$ cat src/rtl/lsu_pkg.sv
// Shared definitions for the load/store unit: funct3 codes, FSM encoding
// and the access-size decode.
package lsu_pkg;

    localparam int unsigned XLEN = 64;

    localparam logic [2:0] LSU_B   = 3'b000;
    localparam logic [2:0] LSU_H   = 3'b001;
    localparam logic [2:0] LSU_W   = 3'b010;
    localparam logic [2:0] LSU_D   = 3'b011;
    localparam logic [2:0] LSU_BU  = 3'b100;
    localparam logic [2:0] LSU_HU  = 3'b101;
    localparam logic [2:0] LSU_WU  = 3'b110;
    localparam logic [2:0] LSU_ILL = 3'b111;

    typedef enum logic [1:0] {
        ST_IDLE = 2'd0,
        ST_RD   = 2'd1,
        ST_WR   = 2'd2,
        ST_RESP = 2'd3
    } lsu_state_e;

    // Access size in bytes (1, 2, 4 or 8) from the low two funct3 bits.
    function automatic logic [3:0] lsu_size(input logic [2:0] funct3);
        logic [3:0] size;
        case (funct3[1:0])
            2'b00:   size = 4'd1;
            2'b01:   size = 4'd2;
            2'b10:   size = 4'd4;
            default: size = 4'd8;
        endcase
        return size;
    endfunction

endpackage

$ cat src/rtl/lsu_align.sv
// Combinational data alignment: store byte merge into an old doubleword and
// load extraction with sign/zero extension.
module lsu_align
    import lsu_pkg::*;
(
    input  logic [2:0]      funct3,
    input  logic [XLEN-1:0] old_data,
    input  logic [XLEN-1:0] wdata,
    input  logic [XLEN-1:0] raw_data,
    output logic [XLEN-1:0] merged_c,
    output logic [XLEN-1:0] rdata_c
);

    logic [3:0] size;
    logic       sign;

    always_comb begin
        size = lsu_size(funct3);
        case (funct3[1:0])
            2'b00:   sign = raw_data[7];
            2'b01:   sign = raw_data[15];
            2'b10:   sign = raw_data[31];
            default: sign = 1'b0;
        endcase
        if (funct3[2]) begin
            sign = 1'b0;
        end
        merged_c = old_data;
        rdata_c  = '0;
        // Low size bytes come from the new data; the rest keep old / get extension.
        for (int i = 0; i < 8; i++) begin
            if (4'(i) < size) begin
                merged_c[i*8 +: 8] = wdata[i*8 +: 8];
                rdata_c[i*8 +: 8]  = raw_data[i*8 +: 8];
            end else begin
                rdata_c[i*8 +: 8]  = {8{sign}};
            end
        end
    end

endmodule

$ cat src/rtl/load_store_unit.sv
// Single-outstanding RV64 load/store sequencer with read-modify-write for
// sub-doubleword stores and fault screening before any memory access.
module load_store_unit
    import lsu_pkg::*;
#(
    parameter int unsigned MEM_BYTES = 512
) (
    input  logic            clk,
    input  logic            rst_n,
    input  logic            req_valid,
    output logic            req_ready,
    input  logic            req_write,
    input  logic [2:0]      req_funct3,
    input  logic [XLEN-1:0] req_address,
    input  logic [XLEN-1:0] req_wdata,
    output logic            resp_valid,
    input  logic            resp_ready,
    output logic [XLEN-1:0] resp_rdata,
    output logic            resp_fault,
    output logic            mem_read,
    output logic            mem_write,
    output logic [XLEN-1:0] mem_address,
    output logic [XLEN-1:0] mem_write_data,
    input  logic [XLEN-1:0] mem_read_data
);

    lsu_state_e      state_q, state_n;
    logic [XLEN-1:0] addr_q, addr_n;
    logic [XLEN-1:0] wdata_q, wdata_n;
    logic [2:0]      funct3_q, funct3_n;
    logic            write_q, write_n;
    logic [XLEN-1:0] rdata_n;
    logic            fault_n;
    logic [XLEN-1:0] mem_wdata_n;

    logic [3:0]      req_size;
    logic            req_fault;
    logic [2:0]      al_funct3;
    logic [XLEN-1:0] al_old, al_wdata, al_merged, al_rdata;

    // Fault screen on the incoming request; range compare written to avoid overflow.
    always_comb begin
        req_size  = lsu_size(req_funct3);
        req_fault = (req_funct3 == LSU_ILL) || (req_write && req_funct3[2])
                 || ((req_address & (XLEN'(req_size) - XLEN'(1))) != '0)
                 || (req_address > (XLEN'(MEM_BYTES) - XLEN'(req_size)));
    end

    // In IDLE the aligner sees the live request (sd path); otherwise latched fields.
    assign al_funct3 = (state_q == ST_IDLE) ? req_funct3 : funct3_q;
    assign al_wdata  = (state_q == ST_IDLE) ? req_wdata  : wdata_q;
    assign al_old    = (state_q == ST_RD)   ? mem_read_data : '0;

    lsu_align u_align (
        .funct3   (al_funct3),
        .old_data (al_old),
        .wdata    (al_wdata),
        .raw_data (mem_read_data),
        .merged_c (al_merged),
        .rdata_c  (al_rdata)
    );

    always_comb begin
        state_n  = state_q;
        addr_n   = addr_q;
        wdata_n  = wdata_q;
        funct3_n = funct3_q;
        write_n  = write_q;
        rdata_n  = resp_rdata;
        fault_n  = resp_fault;
        case (state_q)
            ST_IDLE: begin
                if (req_valid) begin
                    addr_n   = req_address;
                    wdata_n  = req_wdata;
                    funct3_n = req_funct3;
                    write_n  = req_write;
                    rdata_n  = '0;
                    fault_n  = req_fault;
                    if (req_fault) begin
                        state_n = ST_RESP;
                    end else if (req_write && (req_funct3 == LSU_D)) begin
                        state_n = ST_WR;
                    end else begin
                        state_n = ST_RD;
                    end
                end
            end
            ST_RD: begin
                rdata_n = write_q ? '0 : al_rdata;
                state_n = write_q ? ST_WR : ST_RESP;
            end
            ST_WR: begin
                state_n = ST_RESP;
            end
            ST_RESP: begin
                if (resp_ready) begin
                    rdata_n = '0;
                    fault_n = 1'b0;
                    state_n = ST_IDLE;
                end
            end
            default: begin
                state_n = ST_IDLE;
            end
        endcase
        mem_wdata_n = (state_n == ST_WR) ? al_merged : '0;
    end

    always_ff @(posedge clk or negedge rst_n) begin
        if (!rst_n) begin
            state_q        <= ST_IDLE;
            addr_q         <= '0;
            wdata_q        <= '0;
            funct3_q       <= '0;
            write_q        <= 1'b0;
            req_ready      <= 1'b1;
            resp_valid     <= 1'b0;
            resp_rdata     <= '0;
            resp_fault     <= 1'b0;
            mem_read       <= 1'b0;
            mem_write      <= 1'b0;
            mem_write_data <= '0;
        end else begin
            state_q        <= state_n;
            addr_q         <= addr_n;
            wdata_q        <= wdata_n;
            funct3_q       <= funct3_n;
            write_q        <= write_n;
            req_ready      <= (state_n == ST_IDLE);
            resp_valid     <= (state_n == ST_RESP);
            resp_rdata     <= rdata_n;
            resp_fault     <= fault_n;
            mem_read       <= (state_n == ST_RD);
            mem_write      <= (state_n == ST_WR);
            mem_write_data <= mem_wdata_n;
        end
    end

    assign mem_address = addr_q;

endmodule
$ cat config.mk
export PLATFORM = sky130hd
export DESIGN_NAME = load_store_unit
export DESIGN_NICKNAME = d
export VERILOG_FILES = /design/src/rtl/lsu_pkg.sv /design/src/rtl/lsu_align.sv /design/src/rtl/load_store_unit.sv
export SDC_FILE = /design/constraint.sdc
export NUM_CORES = 1
export LEC_CHECK = 0
export ABC_CLOCK_PERIOD_IN_PS = 3100
export CORE_ASPECT_RATIO = 0.6
export CORE_MARGIN = 2
export CORE_UTILIZATION = 29
export CTS_BUF_LIST = sky130_fd_sc_hd__clkbuf_8 sky130_fd_sc_hd__clkbuf_16
export CTS_CLUSTER_DIAMETER = 40
export DETAILED_ROUTE_END_ITERATION = 8
export HOLD_SLACK_MARGIN = 0.08
export PLACE_DENSITY = 0.6
export SLEW_MARGIN = 0
export SYNTH_ARGS = -nofsm -noshare
export SYNTH_HDL_FRONTEND = slang
export SYNTH_SLANG_ARGS = --single-unit
$ cat constraint.sdc
create_clock -name clk -period 3.1 [get_ports clk]
set_clock_uncertainty 0.15 [all_clocks]
set_input_delay 0.62 -clock clk [delete_from_list [all_inputs] [get_ports clk]]
set_output_delay 0.62 -clock clk [all_outputs]
set_load 0.005 [all_outputs]
After elaboration in Yosys (flattened, before gate mapping)
Index checks and enable logic that the tools add are counted.

word-level totals
  word-level logic and storage cells = 90
  flip-flop bits (word level) = 267
  output and inout port bits = 197

cells by class
  bitwise operators = 1
  mux-type cells = 37
  add/subtract/negate cells = 2
  reduce and logical (&&, ||, !) cells = 15
  order comparisons = 9
  equality and inequality tests = 14

operators by type and width
  cell                     count
  $mux W64                 6
  $pmux W64 S3             1
  $mux W8                  16
  $and A64 B64 Y64         1
  $gt A64 B64 Y1           1
  $reduce_bool A64 Y1      1
  $pmux W4 S3              2
  $lt A3 B4 Y1 const A     4
  $eq A2 B2 Y1 const B     6
  $sub A10 B4 Y11 const A  1
  $eq A2 B1 Y1 const B     4
  $logic_not A2 Y1         4
  $lt A1 B4 Y1 const A     2
  $lt A2 B4 Y1 const A     2
  $mux W2                  4
  $pmux W2 S4              1
  $reduce_and A3 Y1        2
  $sub A4 B1 Y5 const B    1
  $mux W1                  4
  $ne A2 B2 Y1 const B     2
  $eq A3 B2 Y1 const B     1
  $eq A3 B3 Y1 const B     1
  $logic_or A1 B1 Y1       3
  $mux W3                  1
  6 further kinds          7

Logic depth before layout (Yosys ltp)
Gate-level depths: netlist of run 1.

  depth after elaboration = 12
  gate-level depth with buffers = 13
  gate-level depth less buffers = 10

Cells and area by module
From an unflattened synthesis of run 1, not the netlist that was laid out.

unflattened totals
  cells, all modules = 1291
  area, all modules = 12763.5 um2

modules (own cells, without submodules)
  module           cells an instance  seq. area each (um2)  times used  area an instance (um2)
  load_store_unit  1079               6682.7                1           11255.8
  lsu_align        212                0.0                   1           1507.7

Worst setup path before layout of run 1
OpenSTA, ideal clock, no wires.

  path type = input-to-reg
  start point = input port req_funct3[1]
  end point = register mem_write_data[21]
  cell stages on the path = 13
  slack = -466 ps
  data arrival time = 3268 ps
  data required time = 2802 ps
  cells stage by stage = clkbuf_1 clkbuf_1 nand2b_1 ha_1 nor2b_1 ha_1 nand3_1 or3_1 nand4_1 o31ai_1 clkbuf_1 clkbuf_1 nor4_2

on the way
  cells in the longest elaborated chain, start to end = 12

ends and longest elaborated chain
  what                                                                     line                    RTL
  start: declaration                                                       load_store_unit.sv:13   input logic [2:0] req_funct3,
  parallel branches: the longest is 11 deep, another holds $gt A64 B64 Y1  --
  $mux W64 *                                                               load_store_unit.sv:107  mem_wdata_n = (state_n == ST_WR) ? al_merged : '0;
  via mem_wdata_n[21]                                                      load_store_unit.sv:34   logic [XLEN-1:0] mem_wdata_n;
  end signal: assignment                                                   load_store_unit.sv:136  mem_write_data <= mem_wdata_n;
  end: declaration                                                         load_store_unit.sv:23   output logic [XLEN-1:0] mem_write_data,

Mark *: on every way through the listed nets, which the timed path passes.
A chain may end at the register's enable or synchronous reset.

Final worst setup path of run 1
  start point = input port req_address[4]
  end point = register mem_write_data[3]

on the way
  cells in the longest elaborated chain, start to end = 9

ends and longest elaborated chain
  what                                                                    line                    RTL
  start: declaration                                                      load_store_unit.sv:14   input logic [XLEN-1:0] req_address,
  parallel branches: the longest is 3 deep, another holds $gt A64 B64 Y1  --
  $logic_or A1 B1 Y1 *                                                    load_store_unit.sv:46   || (req_address > (XLEN'(MEM_BYTES) - XLEN'(req_size)));
  $mux W2 *                                                               load_store_unit.sv:80   if (req_fault) begin
  $mux W2 *                                                               load_store_unit.sv:73   if (req_valid) begin
  $pmux W2 S4 *                                                           load_store_unit.sv:71   case (state_q)
  $eq A2 B2 Y1 *                                                          load_store_unit.sv:107
  $mux W64 *                                                              load_store_unit.sv:107
  via mem_wdata_n[3]                                                      load_store_unit.sv:34

Marks and branches as above.

==> results.json, run 1 <==
{
  "fmax_ghz": 0.3305,
  "r2r-start": "state_q[0]$_DFF_PN0_",
  "dp_cells": 2069,
  "cts_sinks": 267,
  "maxCapViolCount": 0,
  "path_cells": "clkdlybuf4s50_1 -> or4_1 -> o31a_1 -> or4_4 -> o31a_4 -> clkbuf_16 -> nor3_1",
  "drt_iter0_drc": 710,
  "min_path_type": "reg2reg",
  "synth_mux_area_share_pct": 0.9922,
  "ys_seq_area_share_pct": 58.23,
  "h-tree-depth": 2,
  "crit_arrival_ps": 3320,
  "route.detailed.drc": 0,
  "path_class": "in2reg",
  "grt_antenna_before_repair": 3,
  "drive_above_1_share_pct": 13.15,
  "finalSetupViolations": 0,
  "cts_root_buffer": "clkbuf_16",
  "rows": 56,
  "fillers": 3613,
  "final_core_util_pct": 46.54,
  "grt_max_degree": 139,
  "crit_family": "simple AND/OR/NAND/NOR gates",
  "yosys_most_used_dff": "dfrtp_1",
  "numCtsBuffers": 36,
  "grtUsageTotal_pct": 20.80,
  "grt_pass1_wl_um": 65850,
  "io_pins": 397,
  "p_per_area_nw_per_um2": 879.3,
  "worstMarginPinSlew_ps": 1059,
  "crit_buf_inv": 2,
  "final_max_slew_viol_count": 0,
  "cp_slowest_stage_delay_ps": 620,
  "ff2ff_path_depth": 7,
  "dieArea_um2": 41230,
  "fin_cells": 2138,
  "synth_compound_gate_area_share_pct": 14.33,
  "gp_congestion": 0.8085,
  "synthXorXnorAreaFrac_pct": 0,
  "drt-pass1-iter-count": 5,
  "via_count": 10710,
  "wl_um": 43830,
  "place_hpwl_um": 30660,
  "first_global_vias": 11090,
  "syn_area_um2": 11480,
  "period_needed_ps": 3026,
  "yosys_warnings": 0,
  "start_util_pct": 29.40,
  "avgSynthCellArea_um2": 9.817,
  "max-clock-path-buffers": 3,
  "ant_nets": 0,
  "async_reset_ff_share_pct": 100.0,
  "cts_tree": "done",
  "worstPathMaxFanout": 17,
  "hold_start": "mem_address[42]$_DFFE_PN0P_",
  "die_x_um": 260.8,
  "path_clk_slew_ps": 60,
  "synth_edf_count": 0,
  "synth_fa_ha_area_share_pct": 0.9812,
  "core_area_um2": 39030,
  "r2r-end": "resp_rdata[57]$_DFFE_PN0P_",
  "power_leakage_nw": 8.176,
  "cp-start-kind": "input port",
  "ir_worst_vdd_v": 0.0004845,
  "synth_cell_type_count": 47,
  "syn_inst": 1169,
  "ff2ff_setup_slack_ps": 190,
  "wl_per_cell_um": 20.50,
  "synth-seq-cells": 267,
  "yosys.area_share.simple_pct": 22.10,
  "vias_per_cell": 5.011,
  "period_share_pct": 97.60,
  "hold_viol": 0,
  "dieHeight_um": 158.1,
  "syn2layout_area_growth_pct": 58.29,
  "synth_top_family_by_area": "simple AND/OR/NAND/NOR gates",
  "portBuffers": 396,
  "whs_endpoint": "mem_address[42]$_DFFE_PN0P_",
  "holdPathStages": 2,
  "gr-total-overflow": 0,
  "cp_slowest_cell": "or4_1",
  "clk_latency_ps": 520,
  "relSlewSlack_pct": 28.84,
  "nets": 1796,
  "outcome": "finished clean",
  "worstSetupEndpointType": "flip-flop",
  "cp_data_required_time_ps": 3390
}
cells by family (layout without fill, tap and decap cells):
family | Yosys count | count (layout)
and+or+nand+nor | 570 | 570
muxes | 11 | 11
buffers and inverters | 97 | 539
DFF | 267 | 267
AOI/OAI and AO/OA | 213 | 213
adders and majority gates | 9 | 9
other | 2 | 7
layout by cell type (no fill, tap or decap), types with 7 or more instances in the layout:
cell type and instances:
a221o_1 56, buf_4 57, nor3_1 11, nand2b_1 16
nand2_1 399, a221oi_1 8, clkbuf_16 38, a22oi_1 18
nor4_2 14, a31oi_1 15, and3_1 24, buf_12 15
mux2i_1 8, nor2_1 10, nand3_1 7, inv_1 12
clkdlybuf4s50_1 394, nor2b_1 10, dfrtp_1 264, a21oi_1 57
a2bb2oi_1 32, nor3_2 42, a22o_1 8, nor4_1 14
synthesized netlist by cell type, types with 2 or more instances:
library cell  count  area, um^2
a2111o_1          2       22.52
a21oi_1          57       285.3
a221o_1          56       560.5
a221oi_1          8       70.07
a22o_1            8       70.07
a22oi_1          18       135.1
a2bb2oi_1        32       280.3
a31oi_1          15       93.84
and2_1            4       25.02
and3_1           24       150.1
buf_1             5       18.77
buf_2             6       30.03
clkbuf_1         79       296.5
conb_1            2       7.510
dfrtp_1         266        6656
ha_1              9       112.6
inv_1             6       22.52
mux2_2            3       33.78
mux2i_1           8       80.08
nand2_1         400        1501
nand2b_1         17       106.4
nand3_1           8       40.04
nand4_1           3       18.77
nor2_1           12       45.04
nor2b_1          11       68.82
nor3_1           54       270.3
nor4_1           19       118.9
nor4_2           10       125.1
o211ai_1          2       15.01
o21ai_0           4       20.02
o31a_1            2       17.52
o31ai_1           2       15.01
or3_1             2       12.51
or4_1             2       15.01
worst register-to-register path: stages, from the launching register on:
cell      delay, ps
dfrtp_4         490
nor2_1          430
mux2_2          410
a222oi_1        550
buf_4           220
nor2_2           50
buf_12          160
a221o_1         330
metal layers:
metal / routed length (um) / GRT usage (%) / vias to the layer above
met5: 0 / 0 / -
met4: 917 / 5.878 / 0
met3: 3273 / 5.411 / 59
met2: 19520 / 31.62 / 375
met1: 20120 / 29.18 / 5347
li1: - / - / 4932
power by group:
group	internal (mW)	leakage (nW)	switching (mW)
combinational	3.12	4.04	3.03
sequential	4.72	3.50	0.694
clock	2.78	0.642	1.63
layout make-up:
type,count,area [um^2],area share (%)
clock buffers,41,980.9,5.400
multi-input cells,806,4791,26.37
inverters,6,25.02,0.1378
clock inverters,22,286.5,1.577
flip-flops and latches,267,6688,36.82
well taps,522,653.1,3.596
diodes,4,10.01,0.05510
repair buffers,470,4731,26.04
through the flow:
| step | power, mW | hold WS (ps) | cell area (um^2) | worst slack (ps) | TNS (ps) |
|---|---|---|---|---|---|
| 3_3_place_gp | 11.45 | 306.7 | 16780 | -502.0 | -31720 |
| 3_5_place_dp | 11.56 | 312.1 | 16780 | -614.4 | -36570 |
| 5_1_grt | 16.95 | 349.9 | 18160 | -8.746 | -19.85 |
| 2_1_floorplan | 8.262 | 174.4 | 11820 | -36.68 | -366.8 |
| 6_report | 15.97 | 319.4 | 18160 | 74.44 | 0 |
| 4_1_cts | 16.09 | 326.4 | 18060 | 82.97 | 0 |
repair_timing:
| item | in CTS | in global routing |
|---|---|---|
| setup endpoints to repair | 37 | 24 |
| buffers inserted | 0 | 0 |
| cloned | 0 | 1 |
| gates resized for setup | 2 | 10 |
| hold buffers | 1 | 0 |
| endpoints found under the hold margin | 64 | 0 |
worst max-delay path by stage:
stage | from | to | slack, ps | depth (start not counted)
floorplan | req_funct3[1] | mem_write_data[21]$_DFF_PN0_ | -40 | 13
global placement | req_funct3[1] | mem_write_data[18]$_DFF_PN0_ | -500 | 12
detailed placement | req_funct3[1] | mem_write_data[37]$_DFF_PN0_ | -610 | 12
CTS | req_address[4] | mem_write_data[16]$_DFF_PN0_ | 80 | 7
global route | req_funct3[0] | mem_write_data[3]$_DFF_PN0_ | -9 | 12
finish | req_address[4] | mem_write_data[3]$_DFF_PN0_ | 70 | 7
registers in the layout (all words and copies together) (netlist names):
signal          count
funct3_q            3
mem_address        64
mem_read            1
mem_write           1
mem_write_data     64
req_ready           1
resp_fault          1
resp_rdata         64
resp_valid          1
state_q             2
wdata_q            64
write_q             1
Note: power is estimated with default switching activity, not from simulation.
==> run 2: changes to the inputs <==
Settings changed: CORE_UTILIZATION 29 to 40, PLACE_DENSITY 0.6 to 0.77.
==> run 2 against run 1 <==
Compared with the run above: core utilization increased by 17 points; register-to-register slack improved by 260 ps; critical path depth increased by 5; clock power decreased by 15%; via count increased by 2.8%; worst setup slack improved by 2.6 ps; power decreased by 3.5%; wire length decreased by 1.4%; global-route usage increased by 7.6 points.
==> results.json, run 2 (synthesis results as in run 1) <==
{
  "period_share_pct": 97.51,
  "fmax_ghz": 0.3308,
  "route.detailed.drc": 0,
  "final_max_slew_viol_count": 0,
  "ant_nets": 0,
  "cts_tree": "done",
  "path_cells": "clkdlybuf4s50_1 -> buf_4 -> nand2b_4 -> ha_4 -> nor2b_4 -> ha_1 -> nand3_1 -> or3_1 -> o22a_1 -> o31a_4 -> buf_12 -> nor4_2",
  "fin_tns_setup_ps": 0,
  "h-tree-depth": 1,
  "drt-pass1-iter-count": 8,
  "grt_max_degree": 92,
  "outcome": "finished clean",
  "path_class": "in2reg",
  "crit_family": "buffers and inverters",
  "clk_latency_ps": 570,
  "core_area_um2": 27870,
  "wl_per_cell_um": 21.83,
  "dieHeight_um": 135.2,
  "fin_cells": 1980,
  "worstMarginPinSlew_ps": 1246,
  "start_util_pct": 41.17,
  "grtUsageTotal_pct": 28.39,
  "crit_buf_inv": 3,
  "vias_per_cell": 5.564,
  "die_x_um": 222.7,
  "cp_slowest_cell": "clkdlybuf4s50_1",
  "cp_slowest_stage_delay_ps": 500,
  "period_needed_ps": 3023,
  "dp_cells": 1922,
  "power_leakage_nw": 8.090,
  "wl_um": 43220,
  "gp_congestion": 0.8834,
  "worstPathMaxFanout": 34,
  "cts_sinks": 267,
  "drive_above_1_share_pct": 13.35,
  "hold_viol": 0,
  "grt_antenna_before_repair": 2,
  "max-clock-path-buffers": 3,
  "first_global_vias": 10980,
  "cp-start-kind": "input port",
  "rows": 47,
  "portBuffers": 396,
  "drt_iter0_drc": 959,
  "place_hpwl_um": 30150,
  "syn2layout_area_growth_pct": 54.78,
  "nets": 1798,
  "path_clk_slew_ps": 60,
  "final_common_cell": "nand2_1",
  "finalSetupViolations": 0,
  "crit_arrival_ps": 3330,
  "worstSetupEndpointType": "flip-flop",
  "io_pins": 397,
  "p_per_area_nw_per_um2": 868.0,
  "min_path_type": "reg2reg",
  "gr-total-overflow": 0,
  "relSlewSlack_pct": 16.50,
  "maxCapViolCount": 0,
  "ir_worst_vdd_v": 0.0005282,
  "dieArea_um2": 30110,
  "via_count": 11020,
  "final_cell_mix": "nand2_1 (399), clkdlybuf4s50_1 (394), dfrtp_1 (264)",
  "cp_data_required_time_ps": 3410,
  "numCtsBuffers": 31,
  "cts_root_buffer": "clkbuf_16",
  "grt_pass1_wl_um": 65540
}
## run 2: layer usage
layer  GRT usage [%]  routed length (um)
met1           39.72               18640
met2           42.64               18990
met3           7.938                4177
met4           9.769                1410
met5               0                   0
## run 2: path summary, 6_finish.rpt
check	end	startpoint	cells past startpoint	slack (ps)
setup / recovery	mem_write_data[31]$_DFF_PN0_	req_funct3[0]	12	80
hold / removal	wdata_q[10]$_DFFE_PN0P_	wdata_q[10]$_DFFE_PN0P_	2	320
setup reg to reg	resp_rdata[28]$_DFFE_PN0P_	state_q[0]$_DFF_PN0_	6	450
hold reg to reg	wdata_q[10]$_DFFE_PN0P_	wdata_q[10]$_DFFE_PN0P_	2	320
max in group asynchronous	resp_rdata[26]$_DFFE_PN0P_	rst_n	3	1510
min in group asynchronous	mem_write_data[42]$_DFF_PN0_	rst_n	2	530
## run 2: through the flow
| stage | hold slack, ps | power, mW | area [um^2] | worst slack (ps) | utilization (%) |
|---|---|---|---|---|---|
| after detailed placement | 313.1 | 11.61 | 16640 | -607.6 | 59.71 |
| after global routing | 342.1 | 16.26 | 17760 | -11.17 | 63.72 |
| final | 324.5 | 15.42 | 17760 | 77.07 | 63.72 |
| after global placement | 307.1 | 11.41 | 16640 | -516.5 | 59.71 |
| after floorplan | 174.4 | 8.262 | 11820 | -36.68 | - |
| after CTS | 327.8 | 15.45 | 17720 | 35.43 | 63.58 |
## run 2: worst reg2reg max path, cell delays in order, from the launching register on
cell     delay [ps]
dfrtp_2         420
nor2_1           90
buf_4           190
mux2_2          360
buf_4           140
nor3_2          980
a221o_1         250
## run 2: area by class of cell
cell class,instances,area [um^2]
fill,2208,10110
clock inverter,20,217.7
antenna,2,5.005
tap,367,459.2
clock buffer,35,830.8
timing repair buffer,477,4770
multi-input combinational,806,4770
inverter,6,25.02
sequential,267,6685
## run 2: where the power goes
group	internal (mW)	leakage, nW	switching [mW]
logic	3.17	4.07	3.06
clock network	2.19	0.522	1.58
registers	4.72	3.50	0.701
## run 2: repair_timing
item,4_1_cts,5_1_grt
pin swaps,0,1
hold endpoints to repair,78,0
resized for setup,3,7
hold buffers,1,0
gates cloned,0,0
endpoints found under the setup margin,2,19
buffers inserted,0,0
